===== src/rtl/sum_series_inverse.sv =====
// Inverse series engine: finds the largest N with 1+2+...+N <= S and the leftover.
// One trial addition per clock; Start/Busy/Done handshake like the forward engine.
module sum_series_inverse #(
    parameter int W = 8
) (
    input  logic         Clk,
    input  logic         Reset,
    input  logic         Start,
    input  logic [W-1:0] Data_in,
    output logic [W-1:0] Root,
    output logic [W-1:0] Rem,
    output logic         Busy,
    output logic         Done
);

    typedef enum logic [1:0] {
        IDLE = 2'b00,
        RUN  = 2'b01,
        DONE = 2'b10
    } state_t;

    state_t       state;
    state_t       state_next;
    logic [W-1:0] s_r;
    logic [W-1:0] count;
    logic [W:0]   acc;
    logic [W:0]   trial;
    logic         load;
    logic         step;
    logic         finish;
    logic         clear;

    // Trial sum carries one extra bit so S near 2^W never wraps.
    assign trial = acc + {1'b0, count} + (W+1)'(1);

    always_comb begin
        state_next = state;
        load       = 1'b0;
        step       = 1'b0;
        finish     = 1'b0;
        clear      = 1'b0;
        Busy       = 1'b0;
        Done       = 1'b0;
        case (state)
            IDLE: begin
                if (Start) begin
                    load       = 1'b1;
                    state_next = RUN;
                end
            end
            RUN: begin
                Busy = 1'b1;
                if (trial <= {1'b0, s_r}) begin
                    step = 1'b1;
                end else begin
                    finish     = 1'b1;
                    state_next = DONE;
                end
            end
            DONE: begin
                Done = 1'b1;
                if (Start) begin
                    load       = 1'b1;
                    state_next = RUN;
                end
            end
            default: begin
                clear      = 1'b1;
                state_next = IDLE;
            end
        endcase
    end

    always_ff @(posedge Clk or posedge Reset) begin
        if (Reset) begin
            state <= IDLE;
        end else begin
            state <= state_next;
        end
    end

    always_ff @(posedge Clk or posedge Reset) begin
        if (Reset) begin
            s_r   <= '0;
            count <= '0;
            acc   <= '0;
            Root  <= '0;
            Rem   <= '0;
        end else if (clear) begin
            s_r   <= '0;
            count <= '0;
            acc   <= '0;
            Root  <= '0;
            Rem   <= '0;
        end else begin
            if (load) begin
                s_r   <= Data_in;
                count <= '0;
                acc   <= '0;
            end
            if (step) begin
                acc   <= trial;
                count <= count + 1'b1;
            end
            // Results move only on the RUN->DONE edge, so no partial value is ever visible.
            if (finish) begin
                Root <= count;
                Rem  <= s_r - acc[W-1:0];
            end
        end
    end

endmodule


===== config.mk =====
export PLATFORM = sky130hd
export DESIGN_NAME = sum_series_inverse
export DESIGN_NICKNAME = d
export VERILOG_FILES = /design/src/rtl/sum_series_inverse.sv
export SDC_FILE = /design/constraint.sdc
export NUM_CORES = 1
export LEC_CHECK = 0
export BUFFER_PORTS_ARGS = -buffer_cell sky130_fd_sc_hd__buf_2
export CAP_MARGIN = 20
export CORE_ASPECT_RATIO = 0.75
export CORE_UTILIZATION = 35
export DETAILED_ROUTE_END_ITERATION = 16
export PLACE_DENSITY = 0.56
export SETUP_SLACK_MARGIN = 0.15
export SYNTH_ARGS = -nofsm -noshare
export SYNTH_HDL_FRONTEND = slang
export SYNTH_SLANG_ARGS = --single-unit
export TNS_END_PERCENT = 5

===== constraint.sdc =====
create_clock -name Clk -period 9.4 [get_ports Clk]
set_input_delay 2.35 -clock Clk [delete_from_list [all_inputs] [get_ports Clk]]
set_output_delay 2.35 -clock Clk [all_outputs]
set_load 0.02 [all_outputs]

== Yosys cells after proc, flatten, opt, wreduce, memory -nomap -nowiden ==
Index checks and enable logic that the tools add are counted.
Storage, ports and cells
  bits in registers: 43
  input bits: 11
  logic and storage cells: 45
Cells by class
  add/sub/neg operators: 4
  magnitude comparators: 1
  equality and inequality tests: 7
  multiplexer cells: 23
  reduce and logical (&&, ||, !) cells: 4
Operators with widths (number)
  8-bit 2-to-1 mux: 9
  9-bit 2-to-1 mux: 3
  9-bit by 1-bit adder with 9-bit output, second input constant: 1
  9-bit by 8-bit adder with 9-bit output: 1
  9-bit by 8-bit less-or-equal comparator with 1-bit output: 1
  8-bit by 1-bit adder with 8-bit output, second input constant: 1
  1-bit 2-to-1 mux: 8
  8-bit subtractor: 1
  2-bit by 1-bit inequality test with 1-bit output, second input constant: 3
  2-bit 2-to-1 mux: 2
  2-bit case mux with 2 select lines: 1
  3-bit by 1-bit inequality test with 1-bit output, second input constant: 1
  3-bit OR reduction: 1
  2-bit by 1-bit equality test with 1-bit output, second input constant: 1
  2-bit equality test, second input constant: 1
  2-bit logical NOT: 1
  2-bit inequality test, second input constant: 1
  2-bit AND reduction: 1
  2-bit OR reduction: 1

== Logic depth before layout (Yosys ltp) ==
Gate-level depths: netlist of the first run.
  word-level depth: 7
  gate-level depth with buffers: 15

== Worst setup path after synthesis of the first run ==
Ideal clock, no wire load.
  path type: reg2reg
  start point: reg count[0]
  end point: reg count[4]
  data arrival time: 3.470 ns
  required time: 9.278 ns
  slack: 5.809 ns
  stages on the path, launching flop included: 14
  path buffers: 0
  cell sequence: dfrtp_1 -> inv_1 -> ha_1 -> inv_1 -> fa_1 -> a211oi_1 -> o21ai_0 -> xor2_1 -> ha_1 -> a22o_1 -> nor4_1 -> a211oi_2 -> or4_1 -> a32o_1
On the way
  longest elaborated chain between the ends: 7
  elaborated cells on any way between the ends: 9
  those cells by class: 3 x add/sub; 1 x order compare; 1 x eq/ne; 4 x mux
Ends and longest elaborated chain
  start, declared: line 25  | logic [W-1:0] count;
  start signal, assigned: line 103  | count <= count + 1'b1;
  9-bit by 8-bit adder with 9-bit output: line 34  | assign trial = acc + {1'b0, count} + (W+1)'(1);
  9-bit by 1-bit adder with 9-bit output: line 34
  9-bit by 8-bit less-or-equal comparator with 1-bit output: line 53  | if (trial <= {1'b0, s_r}) begin
  1-bit 2-to-1 mux: line 53
  1-bit 2-to-1 mux: line 44  | case (state)
  8-bit 2-to-1 mux: line 101  | if (step) begin
  8-bit 2-to-1 mux: line 89  | end else if (clear) begin
Several ways; a longest one is shown, not always the timed one.
A chain may end at the register's enable or synchronous reset.

== Worst setup path after layout of the first run ==
  start point: reg state[0]
  end point: out Busy
On the way
  longest elaborated chain between the ends: 2
Ends and longest elaborated chain
  start, declared: line 22  | state_t state;
  start signal, assigned: line 78  | state <= state_next;
  2-bit by 1-bit equality test with 1-bit output: line 44
  1-bit 2-to-1 mux: line 44
  end, declared: line 12  | output logic Busy,
Every way passes these cells.

==> run_summary.xml, run 1 <==
<?xml version="1.0" encoding="UTF-8"?>
<metrics>
  <group name="synthesis">
    <metric name="asyncSetResetFlopFracSynth" unit="%">100</metric>
    <metric name="synth.net_count" unit="">315</metric>
    <metric name="yosys_warnings" unit="">0</metric>
    <metric name="yosysTopAreaCell" unit="">sky130_fd_sc_hd__dfrtp_1</metric>
    <metric name="share_of_synthesized_area_occupied_by_flip_flops_and_latches" unit="%">38.4</metric>
    <metric name="synth_seq_cells" unit="">43</metric>
    <metric name="synthesis.instances" unit="">278</metric>
    <metric name="synthesis.area" unit="sq um">2800</metric>
    <metric name="post-synth-top-area-fraction" unit="%">38.4</metric>
    <metric name="synth_edf_count" unit="">0</metric>
    <metric name="synth-main-ff-cell" unit="">sky130_fd_sc_hd__dfrtp_1</metric>
    <metric name="avgSynthCellArea" unit="sq um">10.1</metric>
    <metric name="netlist-cell-type-count" unit="">52</metric>
    <metric name="ys_top_cells_by_area" unit="">sky130_fd_sc_hd__dfrtp_1 (38%), sky130_fd_sc_hd__ha_1 (11%), sky130_fd_sc_hd__mux2i_1 (8.6%), sky130_fd_sc_hd__inv_1 (4.7%), sky130_fd_sc_hd__nand2_1 (3.4%)</metric>
  </group>
  <group name="timing">
    <metric name="grt_setup_unrepaired" unit="">no</metric>
    <metric name="setup_tns" unit="ns">0</metric>
    <metric name="final.period_utilization" unit="%">45.2</metric>
    <metric name="worst_pin_slew" unit="ns">0.940</metric>
    <metric name="finalHoldViolations" unit="">0</metric>
    <metric name="slew_headroom" unit="%">37.3</metric>
    <metric name="report.final.setup_viol" unit="">0</metric>
    <metric name="finalMaxSlewViolations" unit="">0</metric>
    <metric name="clock.fmax" unit="MHz">235</metric>
    <metric name="holdWs" unit="ns">0.524</metric>
    <metric name="timing.final.crit_period" unit="ns">4.25</metric>
    <metric name="final.setup.worst_slack" unit="ns">5.15</metric>
    <metric name="largest_clock_skew_in_the_final_design" unit="ns">0.0110</metric>
  </group>
  <group name="worst_setup_path">
    <metric name="critical_path_cell_sequence" unit="">nand2b_1, inv_1, buf_2</metric>
    <metric name="worstPathMaxFanout" unit="">11</metric>
    <metric name="slowest_stage" unit="">sky130_fd_sc_hd__dfrtp_1</metric>
    <metric name="critical_path_buf_inv_count" unit="">2</metric>
    <metric name="timing.critical_path.slowest_cell_delay" unit="ns">0.64</metric>
    <metric name="worstSetupEndpointType" unit="">output pin</metric>
    <metric name="timing.critical_path.max_delay_family" unit="">flip-flops</metric>
    <metric name="crit_required" unit="ns">7.05</metric>
    <metric name="critPathLaunchType" unit="">flip-flop</metric>
    <metric name="critical_path_type" unit="">flip-flop to output pin</metric>
    <metric name="cp.arrival" unit="ns">1.90</metric>
  </group>
  <group name="die">
    <metric name="fp.dieH" unit="um">79.5</metric>
    <metric name="die_w" unit="um">105</metric>
    <metric name="core_region_area" unit="sq um">7530</metric>
    <metric name="initial_cell_density_of_the_core" unit="%">37.2</metric>
    <metric name="i_o_pin_count" unit="">29</metric>
    <metric name="die_area" unit="sq um">8370</metric>
    <metric name="row_count" unit="">27</metric>
  </group>
  <group name="outcome">
    <metric name="status" unit="">complete, no violations</metric>
  </group>
  <group name="pwr">
    <metric name="vdd_drop_max" unit="mV">0.148</metric>
    <metric name="total_leakage_power" unit="nW">1.68</metric>
    <metric name="p_total" unit="mW">1.06</metric>
    <metric name="power.density" unit="nW/um^2">339</metric>
  </group>
  <group name="placed_design">
    <metric name="place.gp.congestion" unit="">0.844</metric>
    <metric name="count_of_port_buffers_added_during_placement" unit="">28</metric>
    <metric name="pre_cts_ws" unit="ns">5.09</metric>
    <metric name="dp_hpwl" unit="um">4830</metric>
    <metric name="dp_cells" unit="">400</metric>
    <metric name="dpl-instance-area" unit="sq um">3040</metric>
  </group>
  <group name="global_route">
    <metric name="grt_usage" unit="%">17.0</metric>
    <metric name="number_of_antenna_violations_at_the_first_check_in_global_routing" unit="">0</metric>
    <metric name="maximum_number_of_pins_on_one_net_before_global_route_repair" unit="">44</metric>
    <metric name="gr-total-overflow" unit="">0</metric>
    <metric name="via_count_of_the_first_global_routing_pass" unit="">2109</metric>
    <metric name="grt_first_pass_wirelength" unit="um">10900</metric>
  </group>
  <group name="finish">
    <metric name="area_growth_syn_to_layout" unit="%">11.9</metric>
    <metric name="final_nets" unit="">344</metric>
    <metric name="filler_cell_count" unit="">755</metric>
    <metric name="multi_input_area" unit="sq um">1560</metric>
    <metric name="final_util" unit="%">41.6</metric>
    <metric name="layout.cells.non_filler" unit="">409</metric>
    <metric name="register_cell_area_after_layout" unit="sq um">1080</metric>
    <metric name="design_area" unit="sq um">3130</metric>
    <metric name="num_antenna_cells" unit="">0</metric>
    <metric name="post_route_cells_drive_above_1_share" unit="%">15.3</metric>
  </group>
  <group name="cts">
    <metric name="hold_buffers" unit="">0</metric>
    <metric name="cts-htree-levels" unit="">2</metric>
    <metric name="cts.root.buffer_cell" unit="">sky130_fd_sc_hd__clkbuf_8</metric>
    <metric name="post_cts.repair.setup_buffers" unit="">0</metric>
    <metric name="post_cts_resized" unit="">0</metric>
    <metric name="clock_latency" unit="ns">0.30</metric>
    <metric name="cts_max_path_buffers" unit="">2</metric>
    <metric name="cts_buffers" unit="">5</metric>
    <metric name="cts_sinks" unit="">43</metric>
    <metric name="clk_pin_slew_worst_paths" unit="ns">0.09</metric>
    <metric name="tritoncts" unit="">done</metric>
  </group>
  <group name="detailed_routing">
    <metric name="detailroute.via_count" unit="">2114</metric>
    <metric name="total_drc_errors_in_the_routed_layout" unit="">0</metric>
    <metric name="routed_via_density" unit="">5.17</metric>
    <metric name="drt_pass1_iterations" unit="">4</metric>
    <metric name="detail_route.wl_per_cell" unit="um">15.8</metric>
    <metric name="ant_nets" unit="">0</metric>
    <metric name="routed_wl" unit="um">6460</metric>
    <metric name="initial_detailed_routing_violation_count" unit="">123</metric>
  </group>
  <group name="flow_run">
    <metric name="cap_violations" unit="">0</metric>
  </group>
  <group name="min_path">
    <metric name="min-delay-path-class" unit="">flip-flop to flip-flop</metric>
  </group>
</metrics>
## worst min-delay path, cell delays in order, from the launching register on
cell	delay, ns
sky130_fd_sc_hd__dfrtp_1	0.38
sky130_fd_sc_hd__nand2_1	0.06
sky130_fd_sc_hd__mux2i_1	0.06
## placed cells by master, fill, tap and decap left out, types with 4 or more instances in the layout
| cell | synthesis | layout |
|---|---|---|
| sky130_fd_sc_hd__inv_1 | 35 | 34 |
| sky130_fd_sc_hd__nand3_1 | 5 | 5 |
| sky130_fd_sc_hd__a21o_1 | 6 | 6 |
| sky130_fd_sc_hd__buf_2 | 2 | 28 |
| sky130_fd_sc_hd__clkbuf_8 | 0 | 5 |
| sky130_fd_sc_hd__o22ai_1 | 7 | 7 |
| sky130_fd_sc_hd__xnor2_1 | 9 | 9 |
| sky130_fd_sc_hd__a22o_1 | 10 | 10 |
| sky130_fd_sc_hd__ha_1 | 24 | 24 |
| sky130_fd_sc_hd__nor2_1 | 9 | 9 |
| sky130_fd_sc_hd__o21ai_0 | 4 | 4 |
| sky130_fd_sc_hd__dfrtp_1 | 43 | 43 |
| sky130_fd_sc_hd__a21oi_1 | 6 | 6 |
| sky130_fd_sc_hd__mux2i_1 | 24 | 24 |
| sky130_fd_sc_hd__a211oi_1 | 4 | 4 |
| sky130_fd_sc_hd__nand2_1 | 25 | 25 |
## area by class of cell
cell class              count  share of cell area [%]
repair buffers             30                    5.07
well taps                 101                    4.03
inverters                  35                    4.19
multi-input cells         192                    49.7
flip-flops and latches     43                    34.3
clock buffers               6                    2.32
clock inverters             2                   0.399
## sequential cells by signal, summed over array words and instances (netlist names)
name and cells:
s_r 8, acc 9, count 8, Root 8, state 2, Rem 8
## metal layers
layer / global-route usage, % / share of wire (%) / vias to the layer above / wire length [um]
li1: - / - / 1061 / -
met1: 25.5 / 55 / 1005 / 3540
met2: 24.4 / 40 / 43 / 2560
met3: 3.10 / 4.6 / 5 / 299
met4: 5.07 / 0.88 / 0 / 57
met5: 0 / 0 / - / 0
## report_power, final
part	leakage (nW)	switching [mW]	total, mW	internal [mW]
clock network	0.0412	0.0656	0.118	0.0520
registers	0.568	0.0526	0.296	0.244
logic	1.07	0.371	0.649	0.278
total	1.68	0.489	1.06	0.574
## synthesized netlist by cell type (2+ instances only)
master	n
sky130_fd_sc_hd__xnor2_1	9
sky130_fd_sc_hd__a211o_1	2
sky130_fd_sc_hd__a32o_1	3
sky130_fd_sc_hd__mux2i_1	24
sky130_fd_sc_hd__nor4_1	2
sky130_fd_sc_hd__o211a_1	3
sky130_fd_sc_hd__clkbuf_1	5
sky130_fd_sc_hd__a21oi_1	6
sky130_fd_sc_hd__buf_2	2
sky130_fd_sc_hd__o22ai_1	7
sky130_fd_sc_hd__a22o_1	10
sky130_fd_sc_hd__ha_1	24
sky130_fd_sc_hd__nand2b_1	2
sky130_fd_sc_hd__and2_1	3
sky130_fd_sc_hd__a2bb2o_1	3
sky130_fd_sc_hd__o21ai_0	4
sky130_fd_sc_hd__or3_1	3
sky130_fd_sc_hd__nand4_1	2
sky130_fd_sc_hd__o41ai_1	3
sky130_fd_sc_hd__o21ai_1	3
sky130_fd_sc_hd__nor2_1	9
sky130_fd_sc_hd__and3_1	2
sky130_fd_sc_hd__dfrtp_1	43
sky130_fd_sc_hd__a21o_1	6
sky130_fd_sc_hd__fa_1	2
sky130_fd_sc_hd__nand3_1	5
sky130_fd_sc_hd__xor2_1	2
sky130_fd_sc_hd__nor3_1	2
sky130_fd_sc_hd__a211oi_1	4
sky130_fd_sc_hd__nand2_1	25
sky130_fd_sc_hd__nor2b_1	3
sky130_fd_sc_hd__inv_1	35
## logic make-up (layout without fill, tap and decap cells)
group | count (synthesis) | in the layout | share of synthesized area [%]
adders and majority gates | 26 | 26 | 12.2
xor gates and xnor gates | 11 | 11 | 3.44
buffers and inverters | 43 | 73 | 6.12
muxes | 25 | 25 | 8.98
and+or+nand+nor | 63 | 63 | 11.0
DFF | 43 | 43 | 38.4
AOI/OAI and AO/OA | 67 | 67 | 19.8
## path summary, 6_finish.rpt
path                                from      end  slack, ns  cells past startpoint
worst max-delay path            state[0]     Busy       5.15                      3
worst min-delay path              Rem[5]   Rem[5]       0.52                      2
worst max register to register  count[0]   acc[7]       5.38                     14
worst min register to register    Rem[5]   Rem[5]       0.52                      2
max in group asynchronous          Reset  Root[5]       6.55                      2
min in group asynchronous          Reset   s_r[0]       2.25                      2
Note: power is estimated with default switching activity, not from simulation.
==> inputs of run 2 (changes only) <==
--- a/config.mk
+++ b/config.mk
@@ -5,6 +5,7 @@
 export SDC_FILE = /design/constraint.sdc
 export NUM_CORES = 1
 export LEC_CHECK = 0
+export ABC_AREA = 1
 export BUFFER_PORTS_ARGS = -buffer_cell sky130_fd_sc_hd__buf_2
 export CAP_MARGIN = 20
 export CORE_ASPECT_RATIO = 0.75
==> constraint.sdc (replaced) <==
create_clock -name Clk -period 4.15 [get_ports Clk]
set_input_delay 1.0375 -clock Clk [delete_from_list [all_inputs] [get_ports Clk]]
set_output_delay 1.0375 -clock Clk [all_outputs]
set_load 0.02 [all_outputs]
==> run 2 against run 1 <==
  * Power up 140%
  * Synthesized cell count up 27%
  * Design area down 2.2%
  * Worst setup slack worse by 4.6 ns
  * Largest cell class unchanged
  * Die area down 1.2%
  * Sequential power up 130%
  * Core utilization down 0.73 points
  * Largest power group unchanged
==> run_summary.xml, run 2 <==
<?xml version="1.0" encoding="UTF-8"?>
<metrics>
  <group name="placed_design">
    <metric name="dp_hpwl" unit="um">5040</metric>
    <metric name="pre_cts_ws" unit="ns">0.469</metric>
    <metric name="count_of_port_buffers_added_during_placement" unit="">28</metric>
    <metric name="place.gp.congestion" unit="">0.823</metric>
    <metric name="dpl-instance-area" unit="sq um">2980</metric>
  </group>
  <group name="finish">
    <metric name="largest_register_ff_count" unit="">9</metric>
    <metric name="area_growth_syn_to_layout" unit="%">10.8</metric>
    <metric name="post_route_cells_drive_above_1_share" unit="%">12.8</metric>
    <metric name="final_nets" unit="">419</metric>
    <metric name="top_register" unit="">acc</metric>
    <metric name="layout.cells.most_common" unit="">sky130_fd_sc_hd__nand2_1</metric>
    <metric name="layout.cells.most_common_list" unit="">sky130_fd_sc_hd__nand2_1 (96), sky130_fd_sc_hd__nand3_1 (52), sky130_fd_sc_hd__inv_1 (45)</metric>
    <metric name="design_area" unit="sq um">3070</metric>
    <metric name="register_cell_area_after_layout" unit="sq um">1080</metric>
    <metric name="num_antenna_cells" unit="">0</metric>
    <metric name="multi_input_area" unit="sq um">1450</metric>
    <metric name="filler_cell_count" unit="">802</metric>
  </group>
  <group name="worst_setup_path">
    <metric name="critPathLaunchType" unit="">flip-flop</metric>
    <metric name="worstSetupEndpointType" unit="">flip-flop</metric>
    <metric name="cp.arrival" unit="ns">3.83</metric>
    <metric name="crit_required" unit="ns">4.39</metric>
    <metric name="critical_path_type" unit="">flip-flop to flip-flop</metric>
    <metric name="worstPathMaxFanout" unit="">20</metric>
  </group>
  <group name="timing">
    <metric name="report.final.setup_viol" unit="">0</metric>
    <metric name="worst_pin_slew" unit="ns">0.831</metric>
    <metric name="final.setup.worst_slack" unit="ns">0.561</metric>
    <metric name="largest_clock_skew_in_the_final_design" unit="ns">0.0115</metric>
    <metric name="timing.final.crit_period" unit="ns">3.59</metric>
    <metric name="slew_headroom" unit="%">44.6</metric>
    <metric name="finalHoldViolations" unit="">0</metric>
    <metric name="holdWs" unit="ns">0.500</metric>
    <metric name="final.period_utilization" unit="%">86.5</metric>
    <metric name="finalMaxSlewViolations" unit="">0</metric>
    <metric name="grt_setup_unrepaired" unit="">no</metric>
    <metric name="setup_tns" unit="ns">0</metric>
    <metric name="clock.fmax" unit="MHz">279</metric>
  </group>
  <group name="global_route">
    <metric name="gr-total-overflow" unit="">0</metric>
    <metric name="grt_first_pass_wirelength" unit="um">11300</metric>
    <metric name="number_of_antenna_violations_at_the_first_check_in_global_routing" unit="">0</metric>
    <metric name="grt_usage" unit="%">17.5</metric>
    <metric name="via_count_of_the_first_global_routing_pass" unit="">2250</metric>
    <metric name="maximum_number_of_pins_on_one_net_before_global_route_repair" unit="">26</metric>
  </group>
  <group name="die">
    <metric name="fp.dieH" unit="um">79.0</metric>
    <metric name="i_o_pin_count" unit="">29</metric>
    <metric name="die_w" unit="um">105</metric>
    <metric name="initial_cell_density_of_the_core" unit="%">36.9</metric>
    <metric name="die_area" unit="sq um">8270</metric>
    <metric name="row_count" unit="">27</metric>
    <metric name="core_region_area" unit="sq um">7500</metric>
  </group>
  <group name="detailed_routing">
    <metric name="initial_detailed_routing_violation_count" unit="">139</metric>
    <metric name="routed_wl" unit="um">6570</metric>
    <metric name="total_drc_errors_in_the_routed_layout" unit="">0</metric>
    <metric name="detail_route.wl_per_cell" unit="um">13.6</metric>
    <metric name="ant_nets" unit="">0</metric>
    <metric name="drt_pass1_iterations" unit="">4</metric>
    <metric name="routed_via_density" unit="">4.77</metric>
    <metric name="detailroute.via_count" unit="">2308</metric>
  </group>
  <group name="synthesis">
    <metric name="netlist-cell-type-count" unit="">29</metric>
    <metric name="synth.top_cells.by_count" unit="">sky130_fd_sc_hd__nand2_1 (96), sky130_fd_sc_hd__nand3_1 (52), sky130_fd_sc_hd__inv_1 (45)</metric>
    <metric name="avgSynthCellArea" unit="sq um">7.81</metric>
    <metric name="synthesis.instances" unit="">354</metric>
    <metric name="share_of_synthesized_area_occupied_by_flip_flops_and_latches" unit="%">38.9</metric>
    <metric name="synth_edf_count" unit="">0</metric>
    <metric name="post-synth-top-count-cell" unit="">sky130_fd_sc_hd__nand2_1</metric>
    <metric name="synth.net_count" unit="">391</metric>
    <metric name="yosys_warnings" unit="">0</metric>
    <metric name="ys_top_cells_by_area" unit="">sky130_fd_sc_hd__dfrtp_1 (39%), sky130_fd_sc_hd__nand2_1 (13%), sky130_fd_sc_hd__ha_1 (11%), sky130_fd_sc_hd__nand3_1 (9.4%), sky130_fd_sc_hd__inv_1 (6.1%)</metric>
    <metric name="synth_seq_cells" unit="">43</metric>
    <metric name="asyncSetResetFlopFracSynth" unit="%">100</metric>
    <metric name="post-synth-top-area-fraction" unit="%">38.9</metric>
    <metric name="yosysTopAreaCell" unit="">sky130_fd_sc_hd__dfrtp_1</metric>
    <metric name="synthesis.area" unit="sq um">2770</metric>
    <metric name="synth-main-ff-cell" unit="">sky130_fd_sc_hd__dfrtp_1</metric>
  </group>
  <group name="cts">
    <metric name="cts-htree-levels" unit="">2</metric>
    <metric name="clock_latency" unit="ns">0.31</metric>
    <metric name="cts_buffers" unit="">5</metric>
    <metric name="cts.root.buffer_cell" unit="">sky130_fd_sc_hd__clkbuf_8</metric>
    <metric name="clk_pin_slew_worst_paths" unit="ns">0.08</metric>
    <metric name="cts_sinks" unit="">43</metric>
    <metric name="cts_max_path_buffers" unit="">2</metric>
    <metric name="tritoncts" unit="">done</metric>
  </group>
  <group name="min_path">
    <metric name="min-delay-path-class" unit="">flip-flop to flip-flop</metric>
  </group>
  <group name="pwr">
    <metric name="vdd_drop_max" unit="mV">0.298</metric>
    <metric name="p_total" unit="mW">2.52</metric>
    <metric name="power.density" unit="nW/um^2">824</metric>
    <metric name="total_leakage_power" unit="nW">1.73</metric>
  </group>
  <group name="flow_run">
    <metric name="cap_violations" unit="">0</metric>
  </group>
  <group name="outcome">
    <metric name="status" unit="">complete, no violations</metric>
  </group>
</metrics>
-- run 2: final cells by class --
type / instances / area share (%)
multi-input cells: 256 / 47.3
repair buffers: 30 / 5.06
flip-flops and latches: 43 / 35.1
clock buffers: 6 / 2.37
inverters: 46 / 5.63
clock inverters: 2 / 0.408
well taps: 101 / 4.12
-- run 2: worst paths after layout --
path / startpoint / to / slack [ns] / depth (start not counted)
max in group asynchronous: Reset / count[2] / 2.42 / 3
hold / removal: Root[1] / Root[1] / 0.50 / 2
setup / recovery: count[0] / acc[2] / 0.56 / 21
min in group asynchronous: Reset / Rem[4] / 0.88 / 2
setup reg to reg: count[0] / acc[2] / 0.56 / 21
hold reg to reg: Root[1] / Root[1] / 0.50 / 2
-- run 2: what timing repair did --
action / CTS / global route
setup endpoints to repair: 0 / 2
resized for setup: 0 / 1
endpoints found under the hold margin: 0 / 0
buffers inserted: 0 / 0
hold buffers: 0 / 0
-- run 2: layer usage --
| metal | track usage [%] | vias up | part of all wire [%] | wire [um] |
|---|---|---|---|---|
| met1 | 26.8 | 1033 | 56 | 3680 |
| met2 | 24.9 | 57 | 38 | 2530 |
| li1 | - | 1213 | - | - |
| met4 | 5.07 | 0 | 0.90 | 59 |
| met3 | 2.96 | 5 | 4.6 | 301 |
| met5 | 0 | - | 0 | 0 |
-- run 2: worst max-delay path, cell delays in order (launching register included) --
cell and delay [ns]:
sky130_fd_sc_hd__dfrtp_1 0.43, sky130_fd_sc_hd__inv_1 0.10, sky130_fd_sc_hd__ha_1 0.17, sky130_fd_sc_hd__inv_1 0.07, sky130_fd_sc_hd__fa_1 0.41, sky130_fd_sc_hd__nand2_1 0.09
sky130_fd_sc_hd__nand2_1 0.06, sky130_fd_sc_hd__and2_1 0.16, sky130_fd_sc_hd__xor2_1 0.17, sky130_fd_sc_hd__ha_1 0.31, sky130_fd_sc_hd__nand2_1 0.07, sky130_fd_sc_hd__nor2_1 0.21
sky130_fd_sc_hd__nand2_1 0.08, sky130_fd_sc_hd__nand3_1 0.09, sky130_fd_sc_hd__nand2_1 0.06, sky130_fd_sc_hd__nand2_1 0.05, sky130_fd_sc_hd__nand2_1 0.06, sky130_fd_sc_hd__nand2_2 0.08
sky130_fd_sc_hd__nand3_2 0.35, sky130_fd_sc_hd__nand2_4 0.37, sky130_fd_sc_hd__nand2_1 0.08, sky130_fd_sc_hd__nand2_1 0.07
-- run 2: through the flow --
step,cells,utilization (%)
after floorplan,354,-
after global placement,476,39.7
after detailed placement,476,39.7
after CTS,484,40.8
after global routing,484,40.9
final,484,40.9
-- run 2: logic make-up (layout without fill, tap and decap cells) --
logic type / count (synthesis) / in the layout / share of synthesized area, %
AOI/OAI and AO/OA: 27 / 27 / 5.29
xor gates and xnor gates: 13 / 13 / 4.12
adders and majority gates: 26 / 26 / 12.3
buffers and inverters: 55 / 84 / 8.95
DFF: 43 / 43 / 38.9
and+or+nand+nor: 190 / 190 / 30.4
-- run 2: where the power goes --
part	total [mW]	internal (mW)	switching [mW]
Sequential	0.667	0.555	0.112
Combinational	1.59	0.544	1.04
Clock	0.271	0.118	0.153
==> inputs of run 3 (changes only) <==
--- a/config.mk
+++ b/config.mk
@@ -8,10 +8,12 @@
 export ABC_AREA = 1
 export BUFFER_PORTS_ARGS = -buffer_cell sky130_fd_sc_hd__buf_2
 export CAP_MARGIN = 20
+export CELL_PAD_IN_SITES_DETAIL_PLACEMENT = 0
+export CELL_PAD_IN_SITES_GLOBAL_PLACEMENT = 1
 export CORE_ASPECT_RATIO = 0.75
-export CORE_UTILIZATION = 35
+export CORE_UTILIZATION = 40
 export DETAILED_ROUTE_END_ITERATION = 16
-export PLACE_DENSITY = 0.56
+export PLACE_DENSITY = 0.78
 export SETUP_SLACK_MARGIN = 0.15
 export SYNTH_ARGS = -nofsm -noshare
 export SYNTH_HDL_FRONTEND = slang
==> run 3 against run 2 <==
  * Register-to-register slack gained 0.02 ns
  * Cell count shrank 4.1%
  * Global-route usage grew 2.2 points
  * Power is 2.0% higher
  * Design area is essentially flat
  * Worst setup slack improved by 0.022 ns
  * Via count is 0.35% higher
  * Combinational power is essentially flat
  * Flip-flop and latch count is the same
  * Non-clock buffer count unchanged
  * Sequential power hardly changed
  * The flow now finishes with violations (DRC)
  * Largest power group unchanged
  * First-iteration DRC count grew 45%
==> run_summary.xml, run 3 (same netlist as run 2, synthesis figures left out) <==
<?xml version="1.0" encoding="UTF-8"?>
<metrics>
  <group name="cts">
    <metric name="cts_buffers" unit="">5</metric>
    <metric name="cts-htree-levels" unit="">2</metric>
    <metric name="cts.root.buffer_cell" unit="">sky130_fd_sc_hd__clkbuf_8</metric>
    <metric name="post_cts.repair.setup_buffers" unit="">0</metric>
    <metric name="cts_max_path_buffers" unit="">2</metric>
    <metric name="cts_sinks" unit="">43</metric>
    <metric name="clk_pin_slew_worst_paths" unit="ns">0.09</metric>
    <metric name="tritoncts" unit="">done</metric>
    <metric name="clock_latency" unit="ns">0.30</metric>
  </group>
  <group name="pwr">
    <metric name="total_leakage_power" unit="nW">1.74</metric>
    <metric name="vdd_drop_max" unit="mV">0.366</metric>
    <metric name="power.density" unit="nW/um^2">840</metric>
    <metric name="p_total" unit="mW">2.58</metric>
  </group>
  <group name="die">
    <metric name="die_area" unit="sq um">7260</metric>
    <metric name="i_o_pin_count" unit="">29</metric>
    <metric name="initial_cell_density_of_the_core" unit="%">42.7</metric>
    <metric name="fp.dieH" unit="um">74.0</metric>
    <metric name="core_region_area" unit="sq um">6470</metric>
    <metric name="row_count" unit="">25</metric>
    <metric name="die_w" unit="um">98.0</metric>
  </group>
  <group name="finish">
    <metric name="largest_register_ff_count" unit="">9</metric>
    <metric name="top_register" unit="">acc</metric>
    <metric name="num_antenna_cells" unit="">0</metric>
    <metric name="layout.cells.most_common" unit="">sky130_fd_sc_hd__nand2_1</metric>
    <metric name="final_nets" unit="">419</metric>
    <metric name="post_route_cells_drive_above_1_share" unit="%">13.1</metric>
    <metric name="layout.cells.non_filler" unit="">464</metric>
    <metric name="layout.cells.most_common_list" unit="">sky130_fd_sc_hd__nand2_1 (96), sky130_fd_sc_hd__nand3_1 (52), sky130_fd_sc_hd__inv_1 (45)</metric>
    <metric name="area_growth_syn_to_layout" unit="%">10.9</metric>
  </group>
  <group name="detailed_routing">
    <metric name="routed_via_density" unit="">4.99</metric>
    <metric name="detailroute.via_count" unit="">2316</metric>
    <metric name="ant_nets" unit="">0</metric>
    <metric name="routed_wl" unit="um">6510</metric>
    <metric name="detail_route.wl_per_cell" unit="um">14.0</metric>
    <metric name="total_drc_errors_in_the_routed_layout" unit="">2</metric>
    <metric name="initial_detailed_routing_violation_count" unit="">201</metric>
    <metric name="drt_pass1_iterations" unit="">11</metric>
  </group>
  <group name="worst_setup_path">
    <metric name="cp.arrival" unit="ns">3.81</metric>
    <metric name="critical_path_cell_sequence" unit="">inv_1, ha_1, inv_1, fa_1, nand2_1, nand2_1, and2_1, xor2_1, ha_1, nand2_1, nor2_1, nand2_1, nand3_1, nand2_1, nand2_1, nand2_1, nand2_2, nand3_2, nand2_4, nand2_1, nand2_1</metric>
    <metric name="path_common_cell" unit="">sky130_fd_sc_hd__nand2_1</metric>
    <metric name="crit_required" unit="ns">4.39</metric>
    <metric name="slowest_stage" unit="">sky130_fd_sc_hd__dfrtp_1</metric>
    <metric name="worstSetupEndpointType" unit="">flip-flop</metric>
    <metric name="critical_path_buf_inv_count" unit="">2</metric>
    <metric name="worstPathMaxFanout" unit="">20</metric>
    <metric name="critPathLaunchType" unit="">flip-flop</metric>
    <metric name="critical_path_type" unit="">flip-flop to flip-flop</metric>
    <metric name="timing.critical_path.max_delay_family" unit="">simple AND/OR/NAND/NOR gates</metric>
    <metric name="timing.critical_path.slowest_cell_delay" unit="ns">0.43</metric>
  </group>
  <group name="global_route">
    <metric name="grt_first_pass_wirelength" unit="um">11100</metric>
    <metric name="gr-total-overflow" unit="">0</metric>
    <metric name="grt_usage" unit="%">19.7</metric>
    <metric name="number_of_antenna_violations_at_the_first_check_in_global_routing" unit="">0</metric>
    <metric name="via_count_of_the_first_global_routing_pass" unit="">2150</metric>
    <metric name="maximum_number_of_pins_on_one_net_before_global_route_repair" unit="">44</metric>
  </group>
  <group name="timing">
    <metric name="grt_setup_unrepaired" unit="">no</metric>
    <metric name="largest_clock_skew_in_the_final_design" unit="ns">0.00407</metric>
    <metric name="finalMaxSlewViolations" unit="">0</metric>
    <metric name="clock.fmax" unit="MHz">280</metric>
    <metric name="report.final.setup_viol" unit="">0</metric>
    <metric name="slew_headroom" unit="%">51.0</metric>
    <metric name="setup_tns" unit="ns">0</metric>
    <metric name="worst_pin_slew" unit="ns">0.732</metric>
    <metric name="final.period_utilization" unit="%">86.0</metric>
    <metric name="timing.final.crit_period" unit="ns">3.57</metric>
    <metric name="finalHoldViolations" unit="">0</metric>
  </group>
  <group name="flow_run">
    <metric name="cap_violations" unit="">0</metric>
  </group>
  <group name="min_path">
    <metric name="min-delay-path-class" unit="">flip-flop to flip-flop</metric>
  </group>
  <group name="placed_design">
    <metric name="dp_hpwl" unit="um">4840</metric>
    <metric name="place.gp.congestion" unit="">0.837</metric>
    <metric name="dp_cells" unit="">456</metric>
    <metric name="count_of_port_buffers_added_during_placement" unit="">28</metric>
  </group>
  <group name="outcome">
    <metric name="failed_checks" unit="">DRC</metric>
    <metric name="status" unit="">finished, violations left</metric>
  </group>
</metrics>
[run 3: cell types whose count changed in the layout (fill, tap and decap cells not counted)]
cell,previous run,this run
sky130_fd_sc_hd__clkinv_4,0,1
sky130_fd_sc_hd__clkinvlp_4,1,0
sky130_fd_sc_hd__clkbuf_1,1,0
sky130_fd_sc_hd__bufinv_16,0,1
[run 3: worst min-delay path, stage by stage, from the launching register on]
cell and delay (ns):
sky130_fd_sc_hd__dfrtp_1 0.35, sky130_fd_sc_hd__nand3_1 0.07, sky130_fd_sc_hd__nand2_1 0.05
[run 3: per-stage QoR]
step	instance area, sq um	hold slack, ns	setup WS (ns)	util (%)
floorplan	2770	0.467	1.31	-
global placement	2950	0.478	0.539	45.6
detailed placement	2950	0.484	0.516	45.6
CTS	3060	0.505	0.482	47.3
global route	3070	0.535	0.226	47.4
finish	3070	0.497	0.583	47.4
[run 3: report_power, final]
group | switching, mW | internal [mW] | total (mW)
clock network | 0.155 | 0.179 | 0.335
registers | 0.113 | 0.555 | 0.668
logic | 1.03 | 0.540 | 1.57
[run 3: metal layers]
layer / track usage, % / wire length, um / share of wire (%) / up-vias
met2: 27.1 / 2440 / 37 / 59
li1: - / - / - / 1202
met3: 3.29 / 310 / 4.8 / 4
met1: 31.7 / 3720 / 57 / 1051
met4: 4.04 / 42 / 0.65 / 0
met5: 0 / 0 / 0 / -
[run 3: area by class of cell]
cell class                      instances  area, sq um
Tap cell                               81          101
Clock buffer                            5         68.8
Clock inverter                          3         43.8
Fill cell                             674         3410
Timing Repair Buffer                   30          155
Multi-Input combinational cell        256         1450
Inverter                               46          173
Sequential cell                        43         1080
[run 3: repair_timing]
item                                    CTS  global route
endpoints found under the setup margin    0            11
hold buffers                              0             0
resized for setup                         0             1
[run 3: final timing paths]
check,from,end,slack [ns],cells past startpoint
setup / recovery,count[0],acc[1],0.58,21
hold / removal,Root[6],Root[6],0.50,2
setup reg to reg,count[0],acc[1],0.58,21
hold reg to reg,Root[6],Root[6],0.50,2
max in group asynchronous,Reset,acc[0],2.88,3
min in group asynchronous,Reset,s_r[6],0.87,3
